[src/rtl/cpu_ctrl.sv]
// Pipeline controller: stall/flush generation, interrupt detect, and commit of
// exceptions, EXRT and control-register writes from the MEM stage.
module cpu_ctrl #(
    parameter int IRQ_W = 8
) (
    input  logic             clk,
    input  logic             rst,
    input  logic             if_busy,
    input  logic             mem_busy,
    input  logic             ld_hazard,
    input  logic [IRQ_W-1:0] irq,
    input  logic [4:0]       creg_rd_addr,
    output logic [31:0]      creg_rd_data,
    input  logic [29:0]      mem_pc,
    input  logic             mem_en,
    input  logic             mem_br_flag,
    input  logic [1:0]       mem_ctrl_op,
    input  logic [4:0]       mem_dst_addr,
    input  logic [31:0]      mem_out,
    input  logic [2:0]       mem_exp_code,
    output logic             if_stall,
    output logic             id_stall,
    output logic             ex_stall,
    output logic             mem_stall,
    output logic             if_flush,
    output logic             id_flush,
    output logic             ex_flush,
    output logic             mem_flush,
    output logic [29:0]      new_pc,
    output logic             int_detect,
    output logic             int_en
);
    localparam logic [1:0] OP_WRCR = 2'd1;
    localparam logic [1:0] OP_EXRT = 2'd2;

    localparam logic [4:0] CR_STATUS  = 5'd0;
    localparam logic [4:0] CR_MASK    = 5'd1;
    localparam logic [4:0] CR_EXPCODE = 5'd2;
    localparam logic [4:0] CR_EPC     = 5'd3;
    localparam logic [4:0] CR_EXPVEC  = 5'd4;

    logic             ie;
    logic             pie;
    logic [IRQ_W-1:0] int_mask;
    logic [3:0]       exp_code;
    logic [29:0]      epc;
    logic [29:0]      exp_vec;

    logic stall;
    logic commit;
    logic do_exp;
    logic do_exrt;
    logic do_wrcr;
    logic [31:0] mask_ext;

    assign stall   = if_busy | mem_busy;
    // Reset also gates commit so a commit in flight at reset is dropped.
    assign commit  = rst & mem_en & ~stall;
    assign do_exp  = commit & (mem_exp_code != 3'd0);
    assign do_exrt = commit & (mem_exp_code == 3'd0) & (mem_ctrl_op == OP_EXRT);
    assign do_wrcr = commit & (mem_exp_code == 3'd0) & (mem_ctrl_op == OP_WRCR);

    assign int_en = ie;

    always_comb begin
        mask_ext               = '0;
        mask_ext[IRQ_W-1:0]    = int_mask;
        creg_rd_data           = '0;
        case (creg_rd_addr)
            CR_STATUS:  creg_rd_data = {30'd0, pie, ie};
            CR_MASK:    creg_rd_data = mask_ext;
            CR_EXPCODE: creg_rd_data = {28'd0, exp_code};
            CR_EPC:     creg_rd_data = {epc, 2'b00};
            CR_EXPVEC:  creg_rd_data = {exp_vec, 2'b00};
            default:    creg_rd_data = '0;
        endcase
    end

    always_comb begin
        if_stall   = stall | ld_hazard;
        id_stall   = stall;
        ex_stall   = stall;
        mem_stall  = stall;
        if_flush   = 1'b0;
        id_flush   = ld_hazard;
        ex_flush   = 1'b0;
        mem_flush  = 1'b0;
        new_pc     = '0;
        int_detect = ie & |(irq & ~int_mask);
        if (!rst) begin
            if_stall   = 1'b0;
            id_stall   = 1'b0;
            ex_stall   = 1'b0;
            mem_stall  = 1'b0;
            if_flush   = 1'b1;
            id_flush   = 1'b1;
            ex_flush   = 1'b1;
            mem_flush  = 1'b1;
            int_detect = 1'b0;
        end else if (do_exp || do_exrt) begin
            if_flush  = 1'b1;
            id_flush  = 1'b1;
            ex_flush  = 1'b1;
            mem_flush = 1'b1;
            new_pc    = do_exp ? exp_vec : epc;
        end else if (do_wrcr) begin
            // WRCR retires normally in MEM; only younger stages are refetched.
            if_flush = 1'b1;
            id_flush = 1'b1;
            ex_flush = 1'b1;
            new_pc   = mem_pc + 30'd1;
        end
    end

    always_ff @(posedge clk) begin
        if (!rst) begin
            ie       <= 1'b0;
            pie      <= 1'b0;
            int_mask <= '1;
            exp_code <= '0;
            epc      <= '0;
            exp_vec  <= '0;
        end else if (do_exp) begin
            epc      <= mem_br_flag ? mem_pc - 30'd1 : mem_pc;
            exp_code <= {mem_br_flag, mem_exp_code};
            pie      <= ie;
            ie       <= 1'b0;
        end else if (do_exrt) begin
            ie <= pie;
        end else if (do_wrcr) begin
            case (mem_dst_addr)
                CR_STATUS: begin
                    ie  <= mem_out[0];
                    pie <= mem_out[1];
                end
                CR_MASK:    int_mask <= mem_out[IRQ_W-1:0];
                CR_EXPCODE: exp_code <= mem_out[3:0];
                CR_EPC:     epc      <= mem_out[31:2];
                CR_EXPVEC:  exp_vec  <= mem_out[31:2];
                default: ;
            endcase
        end
    end
endmodule

[config.mk]
export PLATFORM = sky130hd
export DESIGN_NAME = cpu_ctrl
export DESIGN_NICKNAME = d
export VERILOG_FILES = /design/src/rtl/cpu_ctrl.sv
export SDC_FILE = /design/constraint.sdc
export NUM_CORES = 1
export LEC_CHECK = 0
export ABC_AREA = 1
export CORE_MARGIN = 2
export CORE_UTILIZATION = 39
export DETAILED_ROUTE_END_ITERATION = 16
export PLACE_DENSITY = 0.68
export SETUP_SLACK_MARGIN = 0.02
export SLEW_MARGIN = 5
export SYNTH_ARGS = -nofsm -noshare
export SYNTH_HDL_FRONTEND = slang
export SYNTH_SLANG_ARGS = --single-unit
[constraint.sdc]
create_clock -name clk -period 3.1 [get_ports clk]
set_input_delay 0.93 -clock clk [delete_from_list [all_inputs] [get_ports clk]]
set_output_delay 0.93 -clock clk [all_outputs]
set_load 0.005 [all_outputs]
== Yosys cells after proc, flatten, opt, wreduce, memory -nomap -nowiden ==
Index checks and enable logic that the tools add are counted.

* Register bits: 74
* Logic and storage cells: 85
* Bits of input ports: 92
* Output and inout port bits: 72

* Muxes and demuxes: 32
* Reductions and logical operators: 19
* Bitwise operators: 15
* Equal/unequal tests: 11
* Add/sub/neg operators: 2

{| class="wikitable"
|+ Operators by type and width
! kind !! number
|-
| $mux W30 || 9
|-
| $pmux W32 S5 || 1
|-
| $add A30 B1 Y30 const B || 1
|-
| $sub A30 B1 Y30 const B || 1
|-
| $eq A5 B2 Y1 const B || 4
|-
| $mux W1 || 18
|-
| $mux W4 || 4
|-
| $reduce_bool A2 Y1 || 6
|-
| $eq A5 B1 Y1 const B || 2
|-
| $eq A5 B3 Y1 const B || 2
|-
| $logic_not A5 Y1 || 2
|-
| $reduce_and A3 Y1 || 3
|-
| $and A8 B8 Y8 || 1
|-
| $not A8 Y8 || 1
|-
| $reduce_and A4 Y1 || 2
|-
| $reduce_or A8 Y1 || 1
|-
| $and A1 B1 Y1 || 7
|-
| $not A1 Y1 || 4
|-
| $logic_not A3 Y1 || 1
|-
| $reduce_bool A3 Y1 || 1
|-
| $eq A2 B1 Y1 const B || 1
|-
| $eq A2 B2 Y1 const B || 1
|-
| $ne A2 B2 Y1 const B || 1
|-
| $or A1 B1 Y1 || 2
|-
| other kinds (3) || 3
|}

== Logic depth before layout (Yosys ltp) ==
Gate-level depths: netlist (run 1).

* Word-level depth: 8
* Mapped depth: 13
* Gate-level depth less buffers: 13

== Least setup slack after synthesis (run 1) ==
Ideal clock, no wire load.

* Kind: input to output
* Start point: in mem_pc[2]
* End point: out new_pc[27]
* Arrival: 2.068 ns
* Required time: 2.170 ns
* Slack: 0.102 ns
* Path buffers: 1
* Stages on the path: 11
* Cells stage by stage: buf_2 > nand3_1 > nor2_4 > nand2_1 > nor2_2 > nand2_1 > nor2_2 > nand3_1 > nand2_1 > nand3_1 > nand2_1

* Cells in the longest elaborated chain, start to end: 4

{| class="wikitable"
|+ Ends and longest elaborated chain
! what !! RTL line !! source
|-
| start: declaration || 14 || <nowiki>input logic [29:0] mem_pc,</nowiki>
|-
| $add A30 B1 Y30 || 111 || <nowiki>new_pc = mem_pc + 30'd1;</nowiki>
|-
| $mux W30 || 106 || <nowiki>end else if (do_wrcr) begin</nowiki>
|-
| $mux W30 || 100 || <nowiki>end else if (do_exp || do_exrt) begin</nowiki>
|-
| $mux W30 || 90 || <nowiki>if (!rst) begin</nowiki>
|-
| end: declaration || 29 || <nowiki>output logic [29:0] new_pc,</nowiki>
|}

Every way passes these cells.

== Worst setup path after layout (run 1) ==
* Start point: in mem_pc[0]
* End point: out new_pc[19]

Same word-level chain as after synthesis.

==> results of run 1 <==
==> synthesized netlist by cell type (all sizes together) <==
cell type / n / area share [%]
nand2: 257 / 17
inv: 127 / 8.3
nor2: 105 / 7.6
o21ai: 91 / 7.9
nand3: 77 / 6.8
a21oi: 74 / 6.4
dfxtp: 74 / 26
buf: 25 / 2.5
nor3: 22 / 2.3
clkbuf: 20 / 1.3
nand4: 19 / 2.3
o211ai: 19 / 2.5
a22oi: 14 / 1.8
o221ai: 14 / 2.1
o22ai: 7 / 0.76
xor2: 7 / 1.1
a31oi: 6 / 0.65
nand3b: 3 / 0.39
nor4: 3 / 0.59
a221oi: 2 / 0.30
clkinv: 2 / 0.17
ha: 2 / 0.44
o2111ai: 2 / 0.30
nor3b: 1 / 0.13
o31ai: 1 / 0.22
or2: 1 / 0.11
==> per-stage QoR <==
| step | hold WS (ns) | total power, uW |
|---|---|---|
| floorplan | 0.4407 | 1130 |
| global placement | 0.4494 | 1454 |
| detailed placement | 0.4505 | 1455 |
| CTS | 0.4590 | 2586 |
| global route | 0.4796 | 2698 |
| finish | 0.4590 | 2623 |
==> cell families (layout without fill, tap and decap cells) <==
family	Yosys count	after routing	synth area share, %
buffers and inverters	174	565	12.28
AND/OR/NAND/NOR	488	488	37.40
flip-flops	74	74	25.77
AO/OA/AOI/OAI	230	230	23.05
adder cells (fa/ha/maj)	2	2	0.4353
XOR/XNOR	7	7	1.067
==> cells in the final DEF, fill, tap and decap left out, types with 8 or more instances in the layout <==
| cell | n |
|---|---|
| o21ai_1 | 13 |
| nand2_1 | 225 |
| o21ai_0 | 69 |
| o221ai_2 | 10 |
| buf_8 | 14 |
| buf_4 | 197 |
| clkbuf_16 | 10 |
| nor2_4 | 20 |
| o211ai_1 | 19 |
| nand3_2 | 14 |
| inv_2 | 13 |
| dlygate4sd2_1 | 13 |
| nand2_4 | 13 |
| nand2_2 | 17 |
| nor2_1 | 75 |
| nand4_1 | 18 |
| nand3_1 | 60 |
| o21ai_2 | 9 |
| nor2_2 | 10 |
| a22oi_2 | 8 |
| buf_12 | 13 |
| buf_2 | 62 |
| dfxtp_1 | 74 |
| inv_1 | 108 |
| clkdlybuf4s50_1 | 54 |
| buf_6 | 43 |
| nor3_1 | 15 |
| a21oi_1 | 72 |
| clkdlybuf4s15_1 | 10 |
==> worst min-delay path: stages (launching register included) <==
cell and delay, ns:
dfxtp_1 0.31, nand2_1 0.06, a21oi_1 0.05
==> path summary, 6_finish.rpt <==
kind / endpoint / depth (start not counted)
max: new_pc[19] / 12
max reg2reg: pie$_SDFFE_PN0P_ / 4
min reg2reg: exp_code[2]$_SDFFE_PN0P_ / 2
min: exp_code[2]$_SDFFE_PN0P_ / 2
==> where the power goes <==
group / internal, uW / switching, uW / total (uW)
registers: 953 / 1.67 / 955
clock network: 647 / 448 / 1090
logic: 280 / 293 / 573
==> flip-flops by register name (all words and copies together), names as in the netlist <==
| register | cells |
|---|---|
| epc | 30 |
| exp_vec | 30 |
| int_mask | 8 |
| exp_code | 4 |
| int_en | 1 |
| pie | 1 |
==> area by class of cell <==
type / count / area, um2 / share of cell area [%]
Clock buffer: 10 / 239.0 / 2.284
Clock inverter: 6 / 66.31 / 0.6337
Inverter: 129 / 513.0 / 4.902
Multi-Input combinational cell: 727 / 4233 / 40.45
Sequential cell: 74 / 1481 / 14.16
Tap cell: 184 / 230.2 / 2.200
Timing Repair Buffer: 420 / 3702 / 35.38
==> layer usage <==
layer | vias to the layer above | wire [um]
met5 | - | 0
met3 | 104 | 2153
met4 | 0 | 1640
li1 | 4030 | -
met2 | 478 | 14390
met1 | 3972 | 11480
==> what timing repair did <==
item	CTS	global route
setup buffers	67	19
setup endpoints to repair	71	70
cloned	5	1
pin swaps	77	39
resized for setup	553	98
==> flow_metrics.py, run 1 <==
metrics = {
    "timing": {
        "hold_violations": 0,
        "finalWorstSetupSlack_ns": -0.2972,
        "rsz0062_at_grt": "yes",
        "max-slew-margin-rel_pct": 68.57,
        "finalCriticalPeriod_ns": 3.397,
        "setup-tns-final_ns": -3.990,
        "fmax_mhz": 294.4,
        "finalMaxSlewViolations": 0,
        "finClkSkew_ns": 0.000009437,
        "post-route-period-util_pct": 109.6,
        "tightestPinTransition_ns": 0.4688,
        "setup_violations": 28,
    },
    "cts": {
        "clock_path_buffers": 2,
        "root_buffer": "clkbuf_16",
        "insertion_delay_ns": 0.35,
        "cts_hold_buf": 0,
        "cts_tree": "done",
        "cts.clk_slew.worst_paths_ns": 0.07,
        "htreeDepth": 3,
        "clkSinkCount": 74,
        "numCtsBuffers": 9,
    },
    "cells_and_area": {
        "post-route-util_pct": 72.28,
        "fin_nets": 1455,
        "final_cell_count_no_fill": 1550,
        "syn2layout_area_growth_pct": 82.06,
        "drive_above_1_share_pct": 37.41,
        "fill_cells": 1189,
        "diodes": 0,
        "fin_area_um2": 10470,
    },
    "grt": {
        "use_met2_pct": 62.47,
        "grt_use_met1_pct": 42.83,
        "grt_use_total_pct": 35.63,
        "grt_max_degree": 37,
        "grt_remaining_overflow": 0,
        "top_usage_layer": "met2",
        "antenna_found_initial": 0,
        "grt_pass1_vias": 8097,
        "grt_pass1_wl_um": 44000,
        "grtUsageMet3_pct": 5.434,
    },
    "die": {
        "initial_utilization_pct": 39.70,
        "rows": 44,
        "core_region_area_um2": 14480,
        "die_h_um": 125.4,
        "dieArea_um2": 15730,
        "io_pins": 164,
        "die_x_um": 125.4,
    },
    "critical_path": {
        "path_common_cell": "nor2_4",
        "slowest_delay_ns": 0.20,
        "r2r_slack_ns": 2.07,
        "worst-setup-path-type": "in2out",
        "crit_path_cell_trace": "buf_8 > buf_4 > nand3_2 > nor2_4 > nand2_4 > nor2_4 > nand2_2 > nor2_4 > nand2_1 > o211ai_1 > nand3_1 > buf_2",
        "start_kind": "primary input",
        "crit_fanout": 3,
        "path_buf_inv": 3,
        "cp-startpoint": "mem_pc[0]",
        "critPathSlowestCell": "nor2_4",
        "worstSetupEndpointType": "primary output",
        "cp.required_ns": 2.17,
        "critPathTopFamily": "simple AND/OR/NAND/NOR gates",
        "r2r-start": "int_en$_SDFFE_PP0P_",
        "crit_arrival_ns": 2.47,
    },
    "logic_synthesis": {
        "synth_area_per_cell_um2": 5.895,
        "ys_warn_count": 0,
        "ys_ff_latch": 74,
        "ys_types": 40,
        "synth_fp_nets": 1069,
        "ys_seq_area_share_pct": 25.77,
        "syn_area_um2": 5748,
        "netlist_instances": 975,
    },
    "outcome": {
        "outcome": "finished, violations left",
        "failed_checks": "setup timing",
    },
    "hold_path": {
        "hold_path_class": "reg2reg",
        "min_from": "exp_code[2]$_SDFFE_PN0P_",
    },
    "pwr": {
        "power_density_nw_per_um2": 250.6,
        "p_leak_uw": 0.004878,
        "peakVddDrop_v": 0.0002240,
    },
    "place": {
        "place_inst": 1453,
        "port_buffers": 163,
        "hpwl_um": 20300,
        "pre_cts_slack_ns": -1.146,
        "placed_area_um2": 8772,
        "gp_congestion": 1.051,
    },
    "routing": {
        "wl_per_cell_um": 19.14,
        "route.detailed.vias_per_inst": 5.538,
        "dr.pass1.iters": 8,
        "drtIter0Drc": 890,
        "antenna_left": 0,
        "vias": 8584,
        "totalWireLength_um": 29670,
        "drc_errors": 0,
    },
    "flow_run": {
        "cap_violations": 0,
    },
}
(Power assumes the default switching activity.)
==> inputs of run 2 (changes only) <==
- clock period: 3.1 -> 3.28 ns (I/O delays scaled with it)
==> flow_metrics.py, run 2 (synthesis gave the netlist of run 1 again) <==
metrics = {
    "grt": {
        "grt_max_degree": 37,
        "grt_pass1_vias": 8082,
        "grt_remaining_overflow": 0,
        "grt_use_met1_pct": 41.36,
        "grt_use_total_pct": 34.49,
        "grt_pass1_wl_um": 42770,
        "top_usage_layer": "met2",
        "grtUsageMet3_pct": 5.777,
        "use_met2_pct": 59.94,
        "antenna_found_initial": 0,
    },
    "die": {
        "rows": 44,
        "initial_utilization_pct": 39.70,
        "io_pins": 164,
        "die_x_um": 125.4,
        "dieArea_um2": 15730,
        "die_h_um": 125.4,
        "core_region_area_um2": 14480,
    },
    "cells_and_area": {
        "syn2layout_area_growth_pct": 75.12,
        "multi_input_area_um2": 4200,
        "top_regs": "epc: 30 flops, exp_vec: 30 flops, int_mask: 8 flops",
        "drive_above_1_share_pct": 35.51,
        "fill_cells": 1281,
        "diodes": 0,
        "post-route-util_pct": 69.52,
        "fin_nets": 1421,
        "final_common_cell": "nand2_1",
        "layout_common_cells": "nand2_1 (225), buf_4 (175), inv_1 (106)",
        "regArea_um2": 1481,
    },
    "cts": {
        "htreeDepth": 3,
        "numCtsBuffers": 9,
        "cts_tree": "done",
        "clock_path_buffers": 2,
        "root_buffer": "clkbuf_16",
        "cts_hold_buf": 0,
        "cts.clk_slew.worst_paths_ns": 0.06,
        "clkSinkCount": 74,
        "insertion_delay_ns": 0.35,
    },
    "timing": {
        "hold_ws_ns": 0.4600,
        "finClkSkew_ns": 0.0002612,
        "post-route-period-util_pct": 104.5,
        "rsz0062_at_grt": "yes",
        "fmax_mhz": 291.7,
        "hold_violations": 0,
        "setup_violations": 9,
        "tightestPinTransition_ns": 0.4228,
        "finalWorstSetupSlack_ns": -0.1478,
        "max-slew-margin-rel_pct": 71.66,
        "finalCriticalPeriod_ns": 3.428,
        "finalMaxSlewViolations": 0,
    },
    "hold_path": {
        "min_from": "exp_code[1]$_SDFFE_PN0P_",
        "hold_depth": 2,
        "hold_path_end": "exp_code[1]$_SDFFE_PN0P_",
        "hold_path_class": "reg2reg",
    },
    "pwr": {
        "power_density_nw_per_um2": 258.5,
        "share_seq_of_total_power_pct": 34.7,
        "swShare_pct": 26.81,
        "p_leak_uw": 0.004710,
        "p_clk_share_pct": 45.1,
        "peakVddDrop_v": 0.0002512,
        "power_frac_comb_pct": 20.2,
        "p_int_uw": 1905,
        "power_switching_uw": 697.5,
    },
    "critical_path": {
        "worstSetupEndpointType": "primary output",
        "r2r_slack_ns": 2.37,
        "cp.required_ns": 2.30,
        "r2r-start": "int_en$_SDFFE_PP0P_",
        "start_kind": "primary input",
        "crit_fanout": 3,
        "critPathSlowestCell": "nor3_4",
        "crit_arrival_ns": 2.44,
        "worst-setup-path-type": "in2out",
        "r2r-end": "pie$_SDFFE_PN0P_",
        "reg2regPathDepth": 4,
        "slowest_delay_ns": 0.23,
        "crit_path_cell_trace": "buf_8 > ha_4 > nand2_4 > nor3_4 > nand3b_1 > nor2_4 > buf_6 > nand2_4 > nand2_1 > nand2_1 > o21ai_2 > buf_2",
    },
    "routing": {
        "wl_per_cell_um": 18.39,
        "antenna_left": 0,
        "route.detailed.vias_per_inst": 5.460,
        "drc_errors": 0,
        "dr.pass1.iters": 6,
        "totalWireLength_um": 27880,
        "vias": 8277,
        "drtIter0Drc": 806,
    },
    "flow_run": {
        "cap_violations": 0,
    },
    "place": {
        "gp_congestion": 1.021,
        "port_buffers": 163,
        "hpwl_um": 19660,
    },
    "outcome": {
        "outcome": "finished, violations left",
        "failed_checks": "setup timing",
    },
}
==> run 2: timing repair <==
| item | in CTS | in global routing |
|---|---|---|
| resized for setup | 507 | 103 |
| endpoints found under the setup margin | 71 | 62 |
| gates cloned | 2 | 0 |
| buffers inserted | 57 | 13 |
| pin swaps | 81 | 54 |
==> run 2: worst max-delay path: cells and delay by family <==
kind,cells,cell delay (ns)
AND/OR/NAND/NOR,7,0.86
buffers and inverters,3,0.34
AO/OA/AOI/OAI,1,0.12
adder cells (fa/ha/maj),1,0.14
==> run 2: through the flow <==
step                      total power (uW)  setup TNS (ns)  cells  instance area [um2]  setup WS [ns]
after floorplan                       1068               0    975                 5748         0.1743
after global placement                1366          -45.12   1432                 8640         -1.069
after detailed placement              1366          -46.35   1432                 8640         -1.104
after CTS                             2570         -0.3775   1505                 9793       -0.08663
after global routing                  2685          -1.489   1516                10070        -0.1892
final                                 2602         -0.7593   1516                10070        -0.1478
==> run 2: how the worst max path moves through the flow <==
stage          startpoint    endpoint  slack, ns
6_report        mem_pc[0]  new_pc[20]      -0.15
3_5_place_dp    mem_pc[0]  new_pc[20]      -1.10
3_3_place_gp    mem_pc[0]  new_pc[20]      -1.07
4_1_cts         mem_pc[1]  new_pc[28]      -0.09
2_1_floorplan   mem_pc[2]  new_pc[27]       0.17
5_1_grt         mem_pc[0]  new_pc[20]      -0.19
==> run 2: final cells by class <==
class	count	area share (%)
Sequential cell	74	14.72
Inverter	129	5.022
Tap cell	184	2.287
Multi-Input combinational cell	727	41.73
Timing Repair Buffer	386	32.83
Clock inverter	6	1.144
Clock buffer	10	2.275
==> run 2: power by group through the flow <==
stage | sequential, uW | combinational [uW] | clock [uW]
final | 902 | 527 | 1170
after global placement | 922 | 443 | 0
after floorplan | 922 | 146 | 0
after global routing | 902 | 560 | 1220
after detailed placement | 922 | 443 | 0
after CTS | 902 | 491 | 1180
==> run 2: routing by layer <==
metal / up-vias / wire length (um)
li1: 3954 / -
met5: - / 0
met3: 98 / 2215
met4: 0 / 1399
met2: 448 / 13320
met1: 3777 / 10950
==> inputs of run 3 (changes only) <==
- CORE_MARGIN: 2 -> 5
- clock period: 3.28 -> 4.1 ns (I/O delays scaled with it)
==> flow_metrics.py, run 3 (synthesis gave the netlist of run 1 again) <==
metrics = {
    "outcome": {
        "outcome": "completed",
    },
    "die": {
        "die_x_um": 131.4,
        "die_h_um": 131.4,
        "rows": 44,
        "io_pins": 164,
        "core_region_area_um2": 14480,
        "dieArea_um2": 17270,
        "initial_utilization_pct": 39.70,
    },
    "pwr": {
        "finalPower_uw": 1903,
        "power_density_nw_per_um2": 206.4,
        "p_leak_uw": 0.004385,
        "peakVddDrop_v": 0.0001884,
    },
    "timing": {
        "fmax_mhz": 248.0,
        "hold_violations": 0,
        "setup_violations": 0,
        "tightestPinTransition_ns": 0.6165,
        "max-slew-margin-rel_pct": 58.90,
        "hold_ws_ns": 0.4644,
        "finalCriticalPeriod_ns": 4.033,
        "finalMaxSlewViolations": 0,
        "finClkSkew_ns": 0.002707,
        "rsz0062_at_grt": "yes",
        "post-route-period-util_pct": 98.36,
    },
    "cts": {
        "htreeDepth": 3,
        "root_buffer": "clkbuf_16",
        "cts.clk_slew.worst_paths_ns": 0.06,
        "clkSinkCount": 74,
        "cts_tree": "done",
        "numCtsBuffers": 9,
        "insertion_delay_ns": 0.35,
        "clock_path_buffers": 2,
    },
    "cells_and_area": {
        "fin_nets": 1372,
        "drive_above_1_share_pct": 24.16,
        "top_regs": "epc: 30 flops, exp_vec: 30 flops, int_mask: 8 flops",
        "diodes": 0,
        "syn2layout_area_growth_pct": 60.38,
        "final_cell_count_no_fill": 1467,
        "final_common_cell": "nand2_1",
        "fill_cells": 1417,
        "layout_common_cells": "nand2_1 (243), buf_4 (156), inv_1 (115)",
    },
    "routing": {
        "totalWireLength_um": 26760,
        "antenna_left": 0,
        "drc_errors": 0,
        "vias": 7950,
        "route.detailed.vias_per_inst": 5.419,
        "wl_per_cell_um": 18.24,
        "dr.pass1.iters": 8,
        "drtIter0Drc": 808,
    },
    "grt": {
        "grt_max_degree": 61,
        "grt_pass1_wl_um": 41520,
        "grt_use_total_pct": 29.72,
        "grt_remaining_overflow": 0,
        "antenna_found_initial": 0,
        "grt_pass1_vias": 7567,
    },
    "critical_path": {
        "start_kind": "primary input",
        "worstSetupEndpointType": "primary output",
        "cp.required_ns": 2.87,
        "crit_fanout": 3,
        "path_common_cell": "buf_4",
        "crit_arrival_ns": 2.80,
        "worst-setup-path-type": "in2out",
        "critPathSlowestCell": "clkdlybuf4s15_1",
        "slowest_delay_ns": 0.27,
        "crit_path_cell_trace": "clkdlybuf4s15_2 > nand2_4 > nor3_4 > nand2_1 > buf_4 > buf_4 > buf_4 > nand2_1 > nand3_1 > o211ai_1 > clkdlybuf4s15_1",
    },
    "flow_run": {
        "cap_violations": 0,
    },
    "hold_path": {
        "hold_path_class": "reg2reg",
    },
    "place": {
        "hpwl_um": 20250,
        "port_buffers": 163,
        "gp_congestion": 1.029,
        "place_inst": 1413,
    },
}
## run 3: cell count changes in the layout (fill, tap and decap cells not counted), moves of 9 or more
cell,change
nand2_1,+18
buf_2,-41
dlymetal6s2s_1,+12
buf_12,-10
nor2_4,-13
dlygate4sd2_1,+31
inv_1,+9
clkdlybuf4s50_1,+10
nand2_4,-10
buf_6,-25
buf_4,-19
## run 3: repair_timing
item                                    4_1_cts  5_1_grt
cloned                                        1        0
setup buffers                                29        8
gates resized for setup                     207       91
endpoints found under the setup margin       66       58
endpoints found under the hold margin         0        0
hold buffers                                  0        0
pin swaps                                    33       21
## run 3: per-layer routing
metal,vias up,wire length [um],global-route usage [%]
met5,-,0,0
met4,0,1081,12.46
met3,63,2201,6.116
met2,394,12140,47.60
met1,3643,11330,38.95
li1,3850,-,-
## run 3: critical path, delay by kind of cell
kind / cells / cell delay, ns
AND/OR/NAND/NOR: 5 / 0.58
AO/OA/AOI/OAI: 1 / 0.12
buffers and inverters: 5 / 0.87
## run 3: worst paths after layout
| check | depth (start not counted) | slack (ns) | startpoint | endpoint |
|---|---|---|---|---|
| max | 11 | 0.07 | mem_pc[7] | new_pc[10] |
| min | 2 | 0.46 | exp_code[0]$_SDFFE_PN0P_ | exp_code[0]$_SDFFE_PN0P_ |
| max reg2reg | 4 | 3.16 | int_en$_SDFFE_PP0P_ | pie$_SDFFE_PN0P_ |
| min reg2reg | 2 | 0.46 | exp_code[0]$_SDFFE_PN0P_ | exp_code[0]$_SDFFE_PN0P_ |
## run 3: power by group
part	leakage [uW]	internal, uW	switching [uW]
combinational	0.00364	178	191
clock	0.000145	470	342
sequential	0.000596	721	1.15
## run 3: metrics by stage
| step | util, % | cell area [um2] | setup WS [ns] | TNS (ns) |
|---|---|---|---|---|
| 6_report | 63.67 | 9219 | 0.06706 | 0 |
| 3_3_place_gp | 58.34 | 8447 | -0.6429 | -20.56 |
| 3_5_place_dp | 58.34 | 8447 | -0.6544 | -21.80 |
| 5_1_grt | 63.67 | 9219 | -0.04553 | -0.07929 |
| 2_1_floorplan | - | 5748 | 0.5023 | 0 |
| 4_1_cts | 62.98 | 9119 | -0.1345 | -0.1345 |
## run 3: area by class of cell
class	instances	area, um2	share of cell area, %
inverter	129	498.0	5.402
tap	184	230.2	2.497
multi-input combinational	727	3817	41.41
sequential	74	1481	16.07
timing repair buffer	337	2897	31.42
clock buffer	9	225.2	2.443
clock inverter	7	70.07	0.7600
